File: src/rtl/dump_pkg.sv
// Shared types and default constants for the end-of-run register dump unit.
`timescale 1ns/1ps
package dump_pkg;

   // Default build-time constants; instances override them through parameters.
   localparam int unsigned DEF_CYCLE_LIMIT  = 1000;
   localparam int unsigned DEF_DRAIN_CYCLES = 5;
   localparam int unsigned DEF_NUM_REGS     = 32;
   localparam int unsigned DEF_DATA_W       = 32;
   localparam int unsigned DEF_IDX_W        = 5;

   // Dump sequencer states: run, drain the pipeline, then read/send each register.
   typedef enum logic [2:0] {
      RUN   = 3'd0,
      DRAIN = 3'd1,
      READ  = 3'd2,
      SEND  = 3'd3,
      DONE  = 3'd4
   } dump_state_t;

endpackage

File: src/rtl/dump_cycle_counter.sv
// 32-bit run-cycle counter with enable, synchronous clear and terminal compare.
`timescale 1ns/1ps
module dump_cycle_counter #(
   parameter int unsigned LIMIT = 1000
) (
   input  logic        clock,
   input  logic        clear,
   input  logic        enable,
   output logic [31:0] count,
   output logic        terminal
);

   // Count enabled edges; clear has priority over enable.
   always_ff @(posedge clock) begin
      // NOTE: sequential state is always written with non-blocking assignments
      // so every flop samples values from before the edge.
      if (clear) begin
         count <= '0;
      end else if (enable) begin
         count <= count + 32'd1;
      end
   end

   // Terminal flags the last run cycle; the edge that sees it still increments.
   assign terminal = (count == 32'(LIMIT - 1));

endmodule

File: src/rtl/regfile_dump_unit.sv
// End-of-run register dump: halts the core, drains, then streams every
// architectural register out as one valid/ready beat per register.
`timescale 1ns/1ps
module regfile_dump_unit
   import dump_pkg::*;
#(
   parameter int unsigned CYCLE_LIMIT  = DEF_CYCLE_LIMIT,
   parameter int unsigned DRAIN_CYCLES = DEF_DRAIN_CYCLES,
   parameter int unsigned NUM_REGS     = DEF_NUM_REGS,
   parameter int unsigned DATA_W       = DEF_DATA_W,
   parameter int unsigned IDX_W        = DEF_IDX_W
) (
   input  logic              clock,
   input  logic              reset,
   input  logic              start_dump,
   output logic              halt,
   output logic [IDX_W-1:0]  rf_read_ctrl,
   input  logic [DATA_W-1:0] rf_read_data,
   output logic              dump_valid,
   input  logic              dump_ready,
   output logic [IDX_W-1:0]  dump_reg,
   output logic [DATA_W-1:0] dump_data,
   output logic              dump_last,
   output logic              done,
   output logic [31:0]       cycle_count
);

   localparam logic [31:0]      DRAIN_LAST = 32'(DRAIN_CYCLES - 1);
   localparam logic [IDX_W-1:0] IDX_LAST   = IDX_W'(NUM_REGS - 1);

   dump_state_t       state;
   logic [31:0]       drain_cnt;
   logic [IDX_W-1:0]  idx;
   logic [DATA_W-1:0] data_q;
   logic              at_limit;

   // The cycle counter only advances while the processor is running.
   dump_cycle_counter #(
      .LIMIT (CYCLE_LIMIT)
   ) u_cycle_counter (
      .clock    (clock),
      .clear    (reset),
      .enable   (state == RUN),
      .count    (cycle_count),
      .terminal (at_limit)
   );

   // The index register drives the spare read port and labels each beat, so
   // the read address simply holds the current index outside READ.
   assign rf_read_ctrl = idx;
   assign dump_reg     = idx;
   assign dump_data    = data_q;

   // Dump sequencer with registered halt/valid/last/done outputs.
   always_ff @(posedge clock) begin
      if (reset) begin
         state      <= RUN;
         drain_cnt  <= '0;
         idx        <= '0;
         // NOTE: the captured-data register is reset as well because it is
         // directly visible on dump_data and must read 0 after reset.
         data_q     <= '0;
         halt       <= 1'b0;
         dump_valid <= 1'b0;
         dump_last  <= 1'b0;
         done       <= 1'b0;
      end else begin
         unique case (state)
            RUN: begin
               if (at_limit || start_dump) begin
                  state     <= DRAIN;
                  halt      <= 1'b1;
                  drain_cnt <= '0;
               end
            end

            DRAIN: begin
               if (drain_cnt == DRAIN_LAST) begin
                  state <= READ;
                  idx   <= '0;
               end else begin
                  drain_cnt <= drain_cnt + 32'd1;
               end
            end

            READ: begin
               data_q     <= rf_read_data;
               dump_valid <= 1'b1;
               dump_last  <= (idx == IDX_LAST);
               state      <= SEND;
            end

            SEND: begin
               // Beat fields stay put until the consumer accepts.
               if (dump_ready) begin
                  dump_valid <= 1'b0;
                  dump_last  <= 1'b0;
                  if (dump_last) begin
                     state <= DONE;
                     done  <= 1'b1;
                  end else begin
                     idx   <= idx + IDX_W'(1);
                     state <= READ;
                  end
               end
            end

            DONE: begin
               // Sticky until reset; start_dump and dump_ready are ignored.
            end

            default: begin
               state <= RUN;
            end
         endcase
      end
   end

endmodule

File: config.mk
export PLATFORM = sky130hd
export DESIGN_NAME = regfile_dump_unit
export DESIGN_NICKNAME = d
export VERILOG_FILES = /design/src/rtl/dump_pkg.sv /design/src/rtl/dump_cycle_counter.sv /design/src/rtl/regfile_dump_unit.sv
export SDC_FILE = /design/constraint.sdc
export NUM_CORES = 1
export LEC_CHECK = 0
export BUFFER_PORTS_ARGS = -buffer_cell sky130_fd_sc_hd__buf_2
export CAP_MARGIN = 20
export CORE_MARGIN = 3
export CORE_UTILIZATION = 54
export CTS_CLUSTER_SIZE = 10
export DETAILED_ROUTE_END_ITERATION = 8
export PLACE_DENSITY_LB_ADDON = 0.05
export SYNTH_ARGS = -nofsm -noshare
export SYNTH_HDL_FRONTEND = slang
export SYNTH_SLANG_ARGS = --single-unit
File: constraint.sdc
create_clock -name clock -period 3 [get_ports clock]
set_clock_uncertainty 0.15 [all_clocks]
set_input_delay 0.75 -clock clock [delete_from_list [all_inputs] [get_ports clock]]
set_output_delay 0.75 -clock clock [all_outputs]
set_load 0.005 [all_outputs]
# Word level (Yosys, flattened, before mapping)
# Cells that the tools add are included.
# totals
rom_bits,0
ramBits,0
latchBits,0
register_bits,108
mem_count,0
# op_classes
n_mux,15
order_cmp,0
multipliers,0
eq_ne,12
n_reduce_logical,11
bitwise,1
shift,0
add_sub_neg,3
div_mod_pow,0
# ops
cell,n
adder 32 x 1 -> 32 bit (second input constant),2
two-way mux 32 bit,2
one-hot mux 32 bit (2 select lines),1
== test 32 x 10 -> 1 bit (second input constant),1
== test 32 x 3 -> 1 bit (second input constant),1
two-way mux 5 bit,3
one-hot mux 3 bit (5 select lines),1
two-way mux 3 bit,4
!= test 2 bit (second input constant),5
one-hot mux 5 bit (2 select lines),1
AND reduction 4 bit,2
== test 3 x 2 -> 1 bit (second input constant),2
AND reduction 3 bit,2
nonzero test 2 bit,3
adder 5 x 1 -> 5 bit (second input constant),1
== test 5 bit (second input constant),1
one-hot mux 1 bit (2 select lines),2
AND reduction 2 bit,2
== test 3 x 1 -> 1 bit (second input constant),1
== test 3 bit (second input constant),1
zero test 3 bit,1
logical OR 1 bit,1
two-way mux 1 bit,1
NOT 1 bit,1

# Longest topological paths before layout
# logic_depth
ltp_word,4
depth_mapped,8
ltp_nobuf,7

# Hierarchy
# From an unflattened synthesis, not the netlist that was laid out.
# unflattened
cells_unflattened,639
hier_area_um2,5196.2
# by_module_without_submodules
mod,n_inst,area_per_inst_um2,cells_each,seq_area_each_um2
regfile_dump_unit,1,3555.9,448,1521.5
dump_cycle_counter,1,1640.3,191,640.6

# Least setup slack after synthesis
# OpenSTA, ideal clock, no wires.
# synth_timing
path_type,flip-flop to flip-flop
start,reg drain_cnt[11]
end,reg drain_cnt[24]
setup_time_ps,86
arrival_ps,1990
path_stages_with_launch,7
slack_ps,774
synth_period_minus_slack_ps,2226
required_time_ps,2764
path_cell_list,dfxtp_1 > nand4_2 > or4_1 > buf_2 > nand2b_4 > or4_1 > a211oi_1
# synth_between
elab_chain_cells,3
word_cells_on_any_way,6
# synth_rtl
element,line,rtl
start: declaration,regfile_dump_unit.sv:32,logic [31:0] drain_cnt;
start signal: assignment,regfile_dump_unit.sv:82,drain_cnt <= drain_cnt + 32'd1;
adder 32 x 1 -> 32 bit or == test 32 x 3 -> 1 bit (tied branches),"regfile_dump_unit.sv:82, regfile_dump_unit.sv:78",
two-way mux 32 bit or != test 2 bit (tied branches),n/a,
one-hot mux 32 bit (2 select lines) or AND reduction 3 bit (tied branches),n/a,
# Parallel ways exist; a longest one is shown, timed or not. The select of a mux whose other input is x is not followed.
# A chain may end at the register's enable or synchronous reset.

# Worst setup path after layout
# layout_timing
start,reg drain_cnt[0]
end,reg drain_cnt[14]
# The elaborated chain is that of the path after synthesis.

==> flow_metrics.tcl <==
set metrics [dict create \
    status "finished clean" \
    boundaryPins 114 \
    cts_root_buffer "clkbuf_8" \
    vdd_ir_drop_max_mv 0.226 \
    path_cells "inv_1 > ha_1 > nor4b_1 > nand4_1 > o21ai_0 > o21ai_1 > buf_4 > a311oi_1" \
    die_x_um 103 \
    cts_tree "built" \
    crit_path_end_kind "flop" \
    maxCapViolations 0 \
    arrival_ns 2.63 \
    final_cells 836 \
    drtPass1Iterations 8 \
    setup_ws_ns 0.483 \
    placed_cells 819 \
    p_per_area_mw_per_mm2 463 \
    clkLatencyLatePin_ns 0.37 \
    path_max_fanout 17 \
    clkTransAtPathRegs_ns 0.10 \
    ys_ff_latch 108 \
    place_hpwl_um 8800 \
    holdWs_ns 0.307 \
    overflow 0 \
    grt_usage_pct 22.9 \
    path_buf_inv 2 \
    start_util_pct 56.8 \
    synth_edf_count 0 \
    yosysSeqAreaShare_pct 42.8 \
    synthDistinctLibCells 52 \
    grt_pass1_vias 4321 \
    vias 4944 \
    place_area_mm2 0.00571 \
    dp_slack_ns 0.521 \
    grt_max_degree 106 \
    areaGrowthSynthToFinish_pct 17.4 \
    max_stage_delay_ns 0.44 \
    critPathKind "flop to flop" \
    synth_fp_nets 665 \
    fin_area_mm2 0.00593 \
    tightest_slew_ns 0.581 \
    io_buffers 113 \
    rsz0062_at_grt "no" \
    fillers 761 \
    min_path_type "flop to flop" \
    cp_slowest_cell "o21ai_0" \
    globalplace.congestion 0.976 \
    most-common-layout-cells "buf_2 (113), dfxtp_1 (108), nand2_1 (105)" \
    drt_wl_total_um 12700 \
    finalSetupViolations 0 \
    fmax_mhz 397 \
    ys.flop_type "dfxtp_1" \
    coreArea_mm2 0.00889 \
    cts_resized 0 \
    wire_per_inst_um 15.2 \
    layout-drive-gt1-share_pct 22.0 \
    nets 764 \
    row_count 34 \
    grt_antenna_before_repair 0 \
    avgViaCountPerCell 5.91 \
    clockBufferDepth 2 \
    avgSynthCellArea_um2 8.09 \
    antenna_cells 0 \
    die_y_um 103 \
    setup_tns_ns 0 \
    yosys_warnings 0 \
    period_needed_ns 2.52 \
    ctsHoldBuffers 0 \
    relSlewSlack_pct 60.9 \
    post_cts_buffers 0 \
    ys_async_sr_fraction_pct 0 \
    hold_viol_final 0 \
    grt_pass1_wl_um 19800 \
    netlist_area_mm2 0.00505 \
    numCtsBuffers 9 \
    drc_errors 0 \
    htree_levels 3 \
    die_area_mm2 0.0105 \
    required_ns 3.11 \
    synthCells 624 \
    drv_slew 0 \
    timing.final.crit_share_pct 83.9 \
    p_leak_nw 2.24 \
    path_delay_family "compound AO/OA/AOI/OAI gates" \
    cts_sinks 108 \
    drt_iter0_drc 291 \
    cp-start-kind "flop" \
    detail-route-antenna-nets 0 \
    final_common_cell "buf_2" \
]
[cell usage after synthesis, types with 2 or more instances]
| master | n | share of area [%] |
|---|---|---|
| a211oi_1 | 6 | 0.89 |
| a21o_1 | 3 | 0.45 |
| a21oi_1 | 53 | 5.3 |
| a311oi_1 | 10 | 1.7 |
| a31o_2 | 4 | 0.69 |
| a31oi_1 | 9 | 1.1 |
| a41oi_1 | 8 | 1.4 |
| and3_1 | 8 | 0.99 |
| and4_1 | 7 | 1.2 |
| and4_2 | 2 | 0.40 |
| buf_2 | 3 | 0.30 |
| buf_4 | 5 | 0.74 |
| clkbuf_1 | 35 | 2.6 |
| dfxtp_1 | 108 | 43 |
| ha_1 | 5 | 1.2 |
| inv_1 | 22 | 1.6 |
| nand2_1 | 105 | 7.8 |
| nand2b_1 | 2 | 0.25 |
| nand3_1 | 25 | 2.5 |
| nand4_1 | 14 | 1.7 |
| nor2_1 | 43 | 3.2 |
| nor2b_1 | 2 | 0.25 |
| nor3_1 | 16 | 1.6 |
| nor3b_1 | 4 | 0.59 |
| nor4_1 | 18 | 2.2 |
| nor4b_1 | 3 | 0.52 |
| o21a_1 | 4 | 0.59 |
| o21ai_0 | 18 | 1.8 |
| o22ai_1 | 3 | 0.37 |
| o311ai_0 | 2 | 0.35 |
| o31a_1 | 2 | 0.35 |
| o31ai_1 | 3 | 0.45 |
| o32ai_1 | 11 | 1.9 |
| or2_2 | 2 | 0.25 |
| or3_1 | 11 | 1.4 |
| or4_1 | 5 | 0.74 |
| xnor2_1 | 25 | 4.3 |
| xor2_1 | 4 | 0.69 |
[power breakdown]
| group | internal [mW] | switching (mW) | total [mW] |
|---|---|---|---|
| logic | 0.149 | 0.226 | 0.375 |
| registers | 1.48 | 0.0405 | 1.52 |
| clock network | 0.336 | 0.509 | 0.845 |
[cells by family (layout without fill, tap and decap cells)]
group / after synthesis / count (layout) / share of synthesized area, %
and+or+nand+nor: 273 / 273 / 26.8
AOI/OAI and AO/OA: 142 / 142 / 18.5
DFF: 108 / 108 / 42.8
buffers and inverters: 66 / 170 / 5.35
xor gates and xnor gates: 29 / 29 / 5.03
adders and majority gates: 5 / 5 / 1.24
muxes: 1 / 1 / 0.198
[area by class of cell]
class	instances	area (um2)	area share [%]
Multi-Input combinational cell	450	2620	44.2
Sequential cell	108	2160	36.5
Timing Repair Buffer	132	741	12.5
Clock buffer	11	141	2.39
Tap cell	108	135	2.28
Inverter	22	82.6	1.39
Clock inverter	5	45.0	0.760
[worst register-to-register path: stages, from the launching register on]
cell and delay (ns):
dfxtp_1 0.35, inv_1 0.10, ha_1 0.17, nor4b_1 0.30
nand4_1 0.17, o21ai_0 0.44, o21ai_1 0.18, buf_4 0.24
a311oi_1 0.31
[final timing paths]
check                             from                         end  slack, ns  depth (start not counted)
min          dump_data[0]$_SDFFE_PP0P_   dump_data[0]$_SDFFE_PP0P_       0.31                          2
max reg2reg  drain_cnt[0]$_SDFFE_PP0P_  drain_cnt[14]$_SDFFE_PP0P_       0.48                          8
min reg2reg  dump_data[0]$_SDFFE_PP0P_   dump_data[0]$_SDFFE_PP0P_       0.31                          2
max          drain_cnt[0]$_SDFFE_PP0P_  drain_cnt[14]$_SDFFE_PP0P_       0.48                          8
[through the flow]
stage / utilization [%] / power [mW]
after global routing: 66.7 / 2.87
after floorplan: - / 1.78
final: 66.7 / 2.74
after detailed placement: 64.3 / 1.92
after CTS: 66.4 / 2.75
after global placement: 64.3 / 1.91
[layer usage]
metal | track usage (%) | wire, um | vias up | share of wire, %
li1 | - | - | 2442 | -
met5 | 0 | 0 | - | 0
met4 | 8.58 | 166 | 0 | 1.3
met3 | 3.38 | 709 | 18 | 5.6
met2 | 37.4 | 6010 | 154 | 47
met1 | 30.9 | 5790 | 2330 | 46
No activity file was read; power rests on OpenSTA's default activity.
